**src/rtl/tpsram_stream_reader_if.sv**
```systemverilog
// Bus bundle between the two-port RAM read sequencer and its neighbours
// (command side, RAM read port, downstream byte stream).
interface tpsram_stream_reader_if #(
    parameter int ADDR_W = 6,
    parameter int DATA_W = 8
);
    logic              START;
    logic [ADDR_W-1:0] BASE_ADDR;
    logic [ADDR_W:0]   LEN;
    logic              BUSY;
    logic              DONE;
    logic [ADDR_W-1:0] RADDR;
    logic              REN;
    logic [DATA_W-1:0] RD;
    logic [DATA_W-1:0] DOUT;
    logic              DOUT_VALID;
    logic              DOUT_READY;
    logic [DATA_W-1:0] CSUM;

    // Stream handshake: a byte moves on any edge with DOUT_VALID=1 and
    // DOUT_READY=1; once raised, DOUT_VALID and DOUT hold until that edge,
    // and DOUT_VALID never looks at DOUT_READY combinationally.
    modport master (
        input  START, BASE_ADDR, LEN, RD, DOUT_READY,
        output BUSY, DONE, RADDR, REN, DOUT, DOUT_VALID, CSUM
    );

    modport slave (
        output START, BASE_ADDR, LEN, RD, DOUT_READY,
        input  BUSY, DONE, RADDR, REN, DOUT, DOUT_VALID, CSUM
    );
endinterface

```
**src/rtl/tpsram_stream_reader.sv**
```systemverilog
// Streams LEN bytes from a 64x8 two-port RAM onto a valid/ready byte stream.
// Optional running byte sum on CSUM when TPSRAM_RD_CSUM_EN is defined.
module tpsram_stream_reader #(
    parameter int ADDR_W = 6,
    parameter int DATA_W = 8
) (
    input  logic                          CLK,
    input  logic                          RESETN,
    tpsram_stream_reader_if.master        bus,
    output logic [1:0]                    dbg_state
);
    localparam logic [1:0] IDLE  = 2'd0;
    localparam logic [1:0] ISSUE = 2'd1;
    localparam logic [1:0] DRAIN = 2'd2;

    localparam logic [ADDR_W:0] CNT_ONE = (ADDR_W+1)'(1);

    logic [1:0]        state;
    logic [ADDR_W-1:0] addr;
    logic [ADDR_W:0]   issue_left;
    logic [ADDR_W:0]   deliver_left;
    logic              rd_pending;
    logic              done_q;

    logic [DATA_W-1:0] fifo_mem [4];
    logic [1:0]        wr_ptr;
    logic [1:0]        rd_ptr;
    logic [2:0]        count;

    logic              ren;
    logic              accept;
    logic              start_ok;
    logic [2:0]        used;

    // Credit covers both buffered bytes and the read still in the RAM pipe,
    // so the FIFO can never be written while full.
    assign used     = count + {2'b00, rd_pending};
    assign ren      = (state == ISSUE) && (used < 3'd4);
    assign accept   = (count != 3'd0) && bus.DOUT_READY;
    assign start_ok = (state == IDLE) && bus.START;

    assign bus.REN        = ren;
    assign bus.RADDR      = addr;
    assign bus.BUSY       = (state != IDLE);
    assign bus.DONE       = done_q;
    assign bus.DOUT       = fifo_mem[rd_ptr];
    assign bus.DOUT_VALID = (count != 3'd0);
    assign dbg_state      = state;

    always_ff @(posedge CLK or negedge RESETN) begin
        if (!RESETN) begin
            state        <= IDLE;
            addr         <= '0;
            issue_left   <= '0;
            deliver_left <= '0;
            rd_pending   <= 1'b0;
            done_q       <= 1'b0;
        end else begin
            done_q     <= 1'b0;
            rd_pending <= ren;
            case (state)
                IDLE: begin
                    if (bus.START) begin
                        if (bus.LEN != '0) begin
                            addr         <= bus.BASE_ADDR;
                            issue_left   <= bus.LEN;
                            deliver_left <= bus.LEN;
                            state        <= ISSUE;
                        end else begin
                            done_q <= 1'b1;
                        end
                    end
                end
                ISSUE: begin
                    if (ren) begin
                        addr       <= addr + 1'b1;
                        issue_left <= issue_left - CNT_ONE;
                        if (issue_left == CNT_ONE) state <= DRAIN;
                    end
                end
                DRAIN: ;
                default: state <= IDLE;
            endcase
            // The final byte is always accepted in DRAIN, so this never
            // competes with the ISSUE->DRAIN move above.
            if (accept && state != IDLE) begin
                deliver_left <= deliver_left - CNT_ONE;
                if (deliver_left == CNT_ONE) begin
                    state  <= IDLE;
                    done_q <= 1'b1;
                end
            end
        end
    end

    always_ff @(posedge CLK or negedge RESETN) begin
        if (!RESETN) begin
            for (int i = 0; i < 4; i++) fifo_mem[i] <= '0;
            wr_ptr <= '0;
            rd_ptr <= '0;
            count  <= '0;
        end else begin
            if (rd_pending) begin
                fifo_mem[wr_ptr] <= bus.RD;
                wr_ptr           <= wr_ptr + 1'b1;
            end
            if (accept) rd_ptr <= rd_ptr + 1'b1;
            case ({rd_pending, accept})
                2'b10:   count <= count + 3'd1;
                2'b01:   count <= count - 3'd1;
                default: count <= count;
            endcase
        end
    end

`ifdef TPSRAM_RD_CSUM_EN
    logic [DATA_W-1:0] csum;

    always_ff @(posedge CLK or negedge RESETN) begin
        if (!RESETN) begin
            csum <= '0;
        end else if (start_ok) begin
            csum <= '0;
        end else if (accept) begin
            csum <= csum + fifo_mem[rd_ptr];
        end
    end

    assign bus.CSUM = csum;
`else
    logic unused_start_ok;
    assign unused_start_ok = start_ok;
    assign bus.CSUM        = '0;
`endif
endmodule

```
**src/flat_wrapper.sv**
```systemverilog
// flat-port wrapper written by rule: the top's interface ports become plain ports
module tpsram_stream_reader_flat 
#(
    parameter int ADDR_W = 6,
    parameter int DATA_W = 8
)
  (CLK, RESETN, dbg_state, bus_START, bus_BASE_ADDR, bus_LEN, bus_RD, bus_DOUT_READY, bus_BUSY, bus_DONE, bus_RADDR, bus_REN, bus_DOUT, bus_DOUT_VALID, bus_CSUM);
  tpsram_stream_reader_if #(.ADDR_W(ADDR_W), .DATA_W(DATA_W)) bus_i ();
  input  logic CLK;
  input  logic RESETN;
  output logic [1:0] dbg_state;
  input wire logic [$bits(bus_i.START)-1:0] bus_START;
  input wire logic [$bits(bus_i.BASE_ADDR)-1:0] bus_BASE_ADDR;
  input wire logic [$bits(bus_i.LEN)-1:0] bus_LEN;
  input wire logic [$bits(bus_i.RD)-1:0] bus_RD;
  input wire logic [$bits(bus_i.DOUT_READY)-1:0] bus_DOUT_READY;
  output wire logic [$bits(bus_i.BUSY)-1:0] bus_BUSY;
  output wire logic [$bits(bus_i.DONE)-1:0] bus_DONE;
  output wire logic [$bits(bus_i.RADDR)-1:0] bus_RADDR;
  output wire logic [$bits(bus_i.REN)-1:0] bus_REN;
  output wire logic [$bits(bus_i.DOUT)-1:0] bus_DOUT;
  output wire logic [$bits(bus_i.DOUT_VALID)-1:0] bus_DOUT_VALID;
  output wire logic [$bits(bus_i.CSUM)-1:0] bus_CSUM;
  assign bus_i.START = bus_START;
  assign bus_i.BASE_ADDR = bus_BASE_ADDR;
  assign bus_i.LEN = bus_LEN;
  assign bus_i.RD = bus_RD;
  assign bus_i.DOUT_READY = bus_DOUT_READY;
  assign bus_BUSY = bus_i.BUSY;
  assign bus_DONE = bus_i.DONE;
  assign bus_RADDR = bus_i.RADDR;
  assign bus_REN = bus_i.REN;
  assign bus_DOUT = bus_i.DOUT;
  assign bus_DOUT_VALID = bus_i.DOUT_VALID;
  assign bus_CSUM = bus_i.CSUM;
  tpsram_stream_reader #(.ADDR_W(ADDR_W), .DATA_W(DATA_W)) u_core (.CLK(CLK), .RESETN(RESETN), .bus(bus_i), .dbg_state(dbg_state));
endmodule
```
**config.mk**
```make
export PLATFORM = sky130hd
export DESIGN_NAME = tpsram_stream_reader_flat
export DESIGN_NICKNAME = d
export VERILOG_FILES = /design/src/rtl/tpsram_stream_reader_if.sv /design/src/rtl/tpsram_stream_reader.sv /design/src/flat_wrapper.sv
export SDC_FILE = /design/constraint.sdc
export NUM_CORES = 1
export LEC_CHECK = 0
export CORE_MARGIN = 2
export CORE_UTILIZATION = 45
export DETAILED_ROUTE_END_ITERATION = 12
export PLACE_DENSITY = 0.72
export RECOVER_POWER = 50
export REMOVE_ABC_BUFFERS = 1
export SLEW_MARGIN = 20
export SYNTH_ARGS = -nofsm -noshare
export SYNTH_HDL_FRONTEND = slang
export SYNTH_SLANG_ARGS = --single-unit
```
**constraint.sdc**
```tcl
create_clock -name CLK -period 1.9 [get_ports CLK]
set_input_delay 0.38 -clock CLK [delete_from_list [all_inputs] [get_ports CLK]]
set_output_delay 0.38 -clock CLK [all_outputs]
set_load 0.005 [all_outputs]
```
==> results.tsv <==
stage	metric	value	unit
synth	ys_types	47	
cells_and_area	syn2layout_area_growth	30.73	%
cts	tritoncts	built	
timing	period_needed	1980	ps
cells_and_area	final_area	0.004279	mm²
critical_path	critPathRequiredTime	1520	ps
route	via_count	2457	
synth	synth_flop_cell	dfrtp_1	
synth	synth_top_area_cell	dfrtp_1	
route	viasPerCell	5.318	
die	die_h	89.29	µm
pwr	powerDensity	1744	mW/mm²
die	core_area	0.007137	mm²
synth	syn_inst	281	
critical_path	critical_path_class	flop to primary output	
route	drtIter0Drc	120	
grt	track_usage	0.1936	
timing	slew_headroom	-0.03302	
synth	synth_edf_count	0	
cts	clock-sinks	63	
pwr	fin_total_pwr	0.007462	W
place	place.gp.congestion	0.8209	
grt	grt_max_degree	64	
synth	synth_area_per_cell	11.65	µm²
synth	ys_ff_latch	63	
timing	setup_ws	-80.36	ps
die	dieArea	0.007972	mm²
synth	synth_compound_area_frac	0.1124	
synth	synth_top_area_share	0.4817	
critical_path	endpoint_kind	primary output	
cells_and_area	regArea	0.001579	mm²
grt	grt_pass1_wl	11.72	mm
die	dieWidth	89.29	µm
timing	hold_viol_final	0	
place	port_buffers	44	
timing	period_share	1.042	
synth	async_flop_share	1.000	
route	antenna_left	0	
run_status	outcome	complete, but fails checks	
timing	setup_viol_count_final	9	
die	io_pins	53	
synth	synth_commonest_cells	63 x dfrtp_1, 34 x mux2_2, 19 x nand2_1, 15 x inv_1, 12 x o21ai_0	
timing	finalMaxSlewViolations	64	
synth	ys_top_cells_by_area	dfrtp_1 48%, mux2_2 12%, mux4_2 5.5%, ha_1 3.8%, nand2_1 2.2%	
timing	fmax	505.0	MHz
timing	worstMarginPinSlew	1550	ps
grt	grt_pass1_vias	2426	
synth	synth_xor_xnor_area_share	0.01873	
cts	htreeDepth	3	
route	drc	0	
cts	clkTransAtPathRegs	60	ps
run_status	violations	max-capacitance violations, max-slew violations, negative setup slack	
grt	antenna_found_initial	0	
cells_and_area	multi_input_area	0.001580	mm²
synth	synth_top_family_by_area	multiplexers	
critical_path	crit_arrival	1600	ps
critical_path	cp-start-kind	flop	
cts	cts_root_buffer	clkbuf_8	
cells_and_area	nFillCells	599	
synth	muxShareOfSynthArea	0.1854	
pwr	max-vdd-ir-drop	0.0008644	V
synth	seq_area_frac_synth	0.4817	
min_path	hp-class	flop to flop	
route	dr.pass1.iters	4	
timing	rsz0062_at_grt	yes	
synth	yosysMostFrequentCell	dfrtp_1	
grt	overflow	0	
cts	cts_buffer_depth	2	
cells_and_area	finalNetCount	394	
job	drv_cap	1	
synth	synth_fa_ha_area_frac	0.04434	
cts	numCtsBuffers	9	
route	routed_wl	7.142	mm
critical_path	crit_fanout	5	
die	initial_core_util	0.4586	
timing	skew	7.385	ps
place	place_hpwl	4.940	mm
synth	syn_area	0.003273	mm²
synth	yosys_warnings	0	
die	std_cell_rows	31	
place	placed_area	0.004004	mm²
cells_and_area	antenna_cells	0	
pwr	leakage	1.854	nW
synth	synth-simple-area-share	0.1032	
route	routedWlPerCell	15.46	µm
cells_and_area	drive_gt1_frac	0.3113	
cts	clk_latency	340	ps
[worst max-delay path: stages (launching register included)]
cell	delay, ps
dfrtp_1	390
buf_12	140
buf_6	100
mux4_2	500
buf_6	130
[area by class of cell]
| class | count | share of cell area |
|---|---|---|
| Multi-Input combinational cell | 189 | 0.3693 |
| Sequential cell | 63 | 0.3690 |
| Timing Repair Buffer | 80 | 0.1675 |
| Clock buffer | 11 | 0.03304 |
| Tap cell | 99 | 0.02895 |
| Clock inverter | 5 | 0.01901 |
| Inverter | 15 | 0.01316 |
[metrics by stage]
step	hold slack [ps]	util	TNS, ps	worst slack, ps	instances
floorplan	84.41	-	-2209	-341.7	267
global placement	418.8	0.5610	-1685	-234.3	440
detailed placement	420.4	0.5610	-2476	-380.5	440
CTS	51.77	0.5971	-682.6	-106.0	460
global route	519.7	0.5996	-1278	-131.3	462
finish	500.4	0.5996	-522.7	-80.36	462
[cells by family (layout without fill, tap and decap cells)]
kind of cell / Yosys count / after routing
buffers and inverters: 36 / 111
other: 1 / 8
muxes: 46 / 46
and+or+nand+nor: 63 / 63
DFF: 63 / 63
AOI/OAI and AO/OA: 54 / 54
adders and majority gates: 11 / 11
xor gates and xnor gates: 7 / 7
[placed cells by master (no fill, tap or decap), types with 8 or more instances in the layout]
cell type        count
ha_1                 9
o2bb2ai_1            8
a21oi_1              9
conb_1               8
nand2_1             19
clkbuf_8            10
buf_4               25
buf_2                9
inv_1               14
mux2_2              34
o21ai_0             12
mux4_2               8
clkdlybuf4s50_1     31
dfrtp_1             61
[layer usage]
metal  GRT usage  share of wire  up-vias
li1            -              -     1168
met1      0.2493           0.44     1216
met2      0.3286           0.51       65
met3     0.04709          0.044        8
met4     0.05156         0.0091        0
met5           0              0        -
[flip-flops by register name (all words and copies together) (netlist names)]
signal               cells
u_core.fifo_mem         32
u_core.deliver_left      7
u_core.issue_left        7
u_core.bus.RADDR         6
u_core.count             3
u_core.dbg_state         2
u_core.rd_ptr            2
u_core.wr_ptr            2
u_core.bus.DONE          1
u_core.rd_pending        1
[worst paths after layout]
kind / start / slack (ps) / end / cells past startpoint
worst max-delay path: u_core.rd_ptr[0]$_DFFE_PN0N_ / -80 / bus_DOUT[3] / 4
worst min-delay path: u_core.issue_left[5]$_DFFE_PN0P_ / 500 / u_core.issue_left[5]$_DFFE_PN0P_ / 1
worst max register to register: u_core.count[2]$_DFFE_PN0P_ / -70 / u_core.deliver_left[4]$_DFFE_PN0P_ / 7
worst min register to register: u_core.issue_left[5]$_DFFE_PN0P_ / 500 / u_core.issue_left[5]$_DFFE_PN0P_ / 1
max in group asynchronous: RESETN / 360 / u_core.count[1]$_DFFE_PN0P_ / 2
min in group asynchronous: RESETN / 520 / u_core.fifo_mem[28]$_DFFE_PN0P_ / 2
[where the power goes]
group | switching [W] | internal, W
logic | 0.00155 | 0.00208
clock network | 0.000522 | 0.000775
registers | 0.000501 | 0.00203
[what timing repair did]
| action | in CTS | in global routing |
|---|---|---|
| buffers inserted | 4 | 2 |
| hold buffers | 0 | 0 |
| endpoints found under the setup margin | 14 | 16 |
| resized for setup | 43 | 15 |
| pin swaps | 0 | 3 |
| endpoints found under the hold margin | 0 | 0 |
Power figures use the tool's default switching activity.
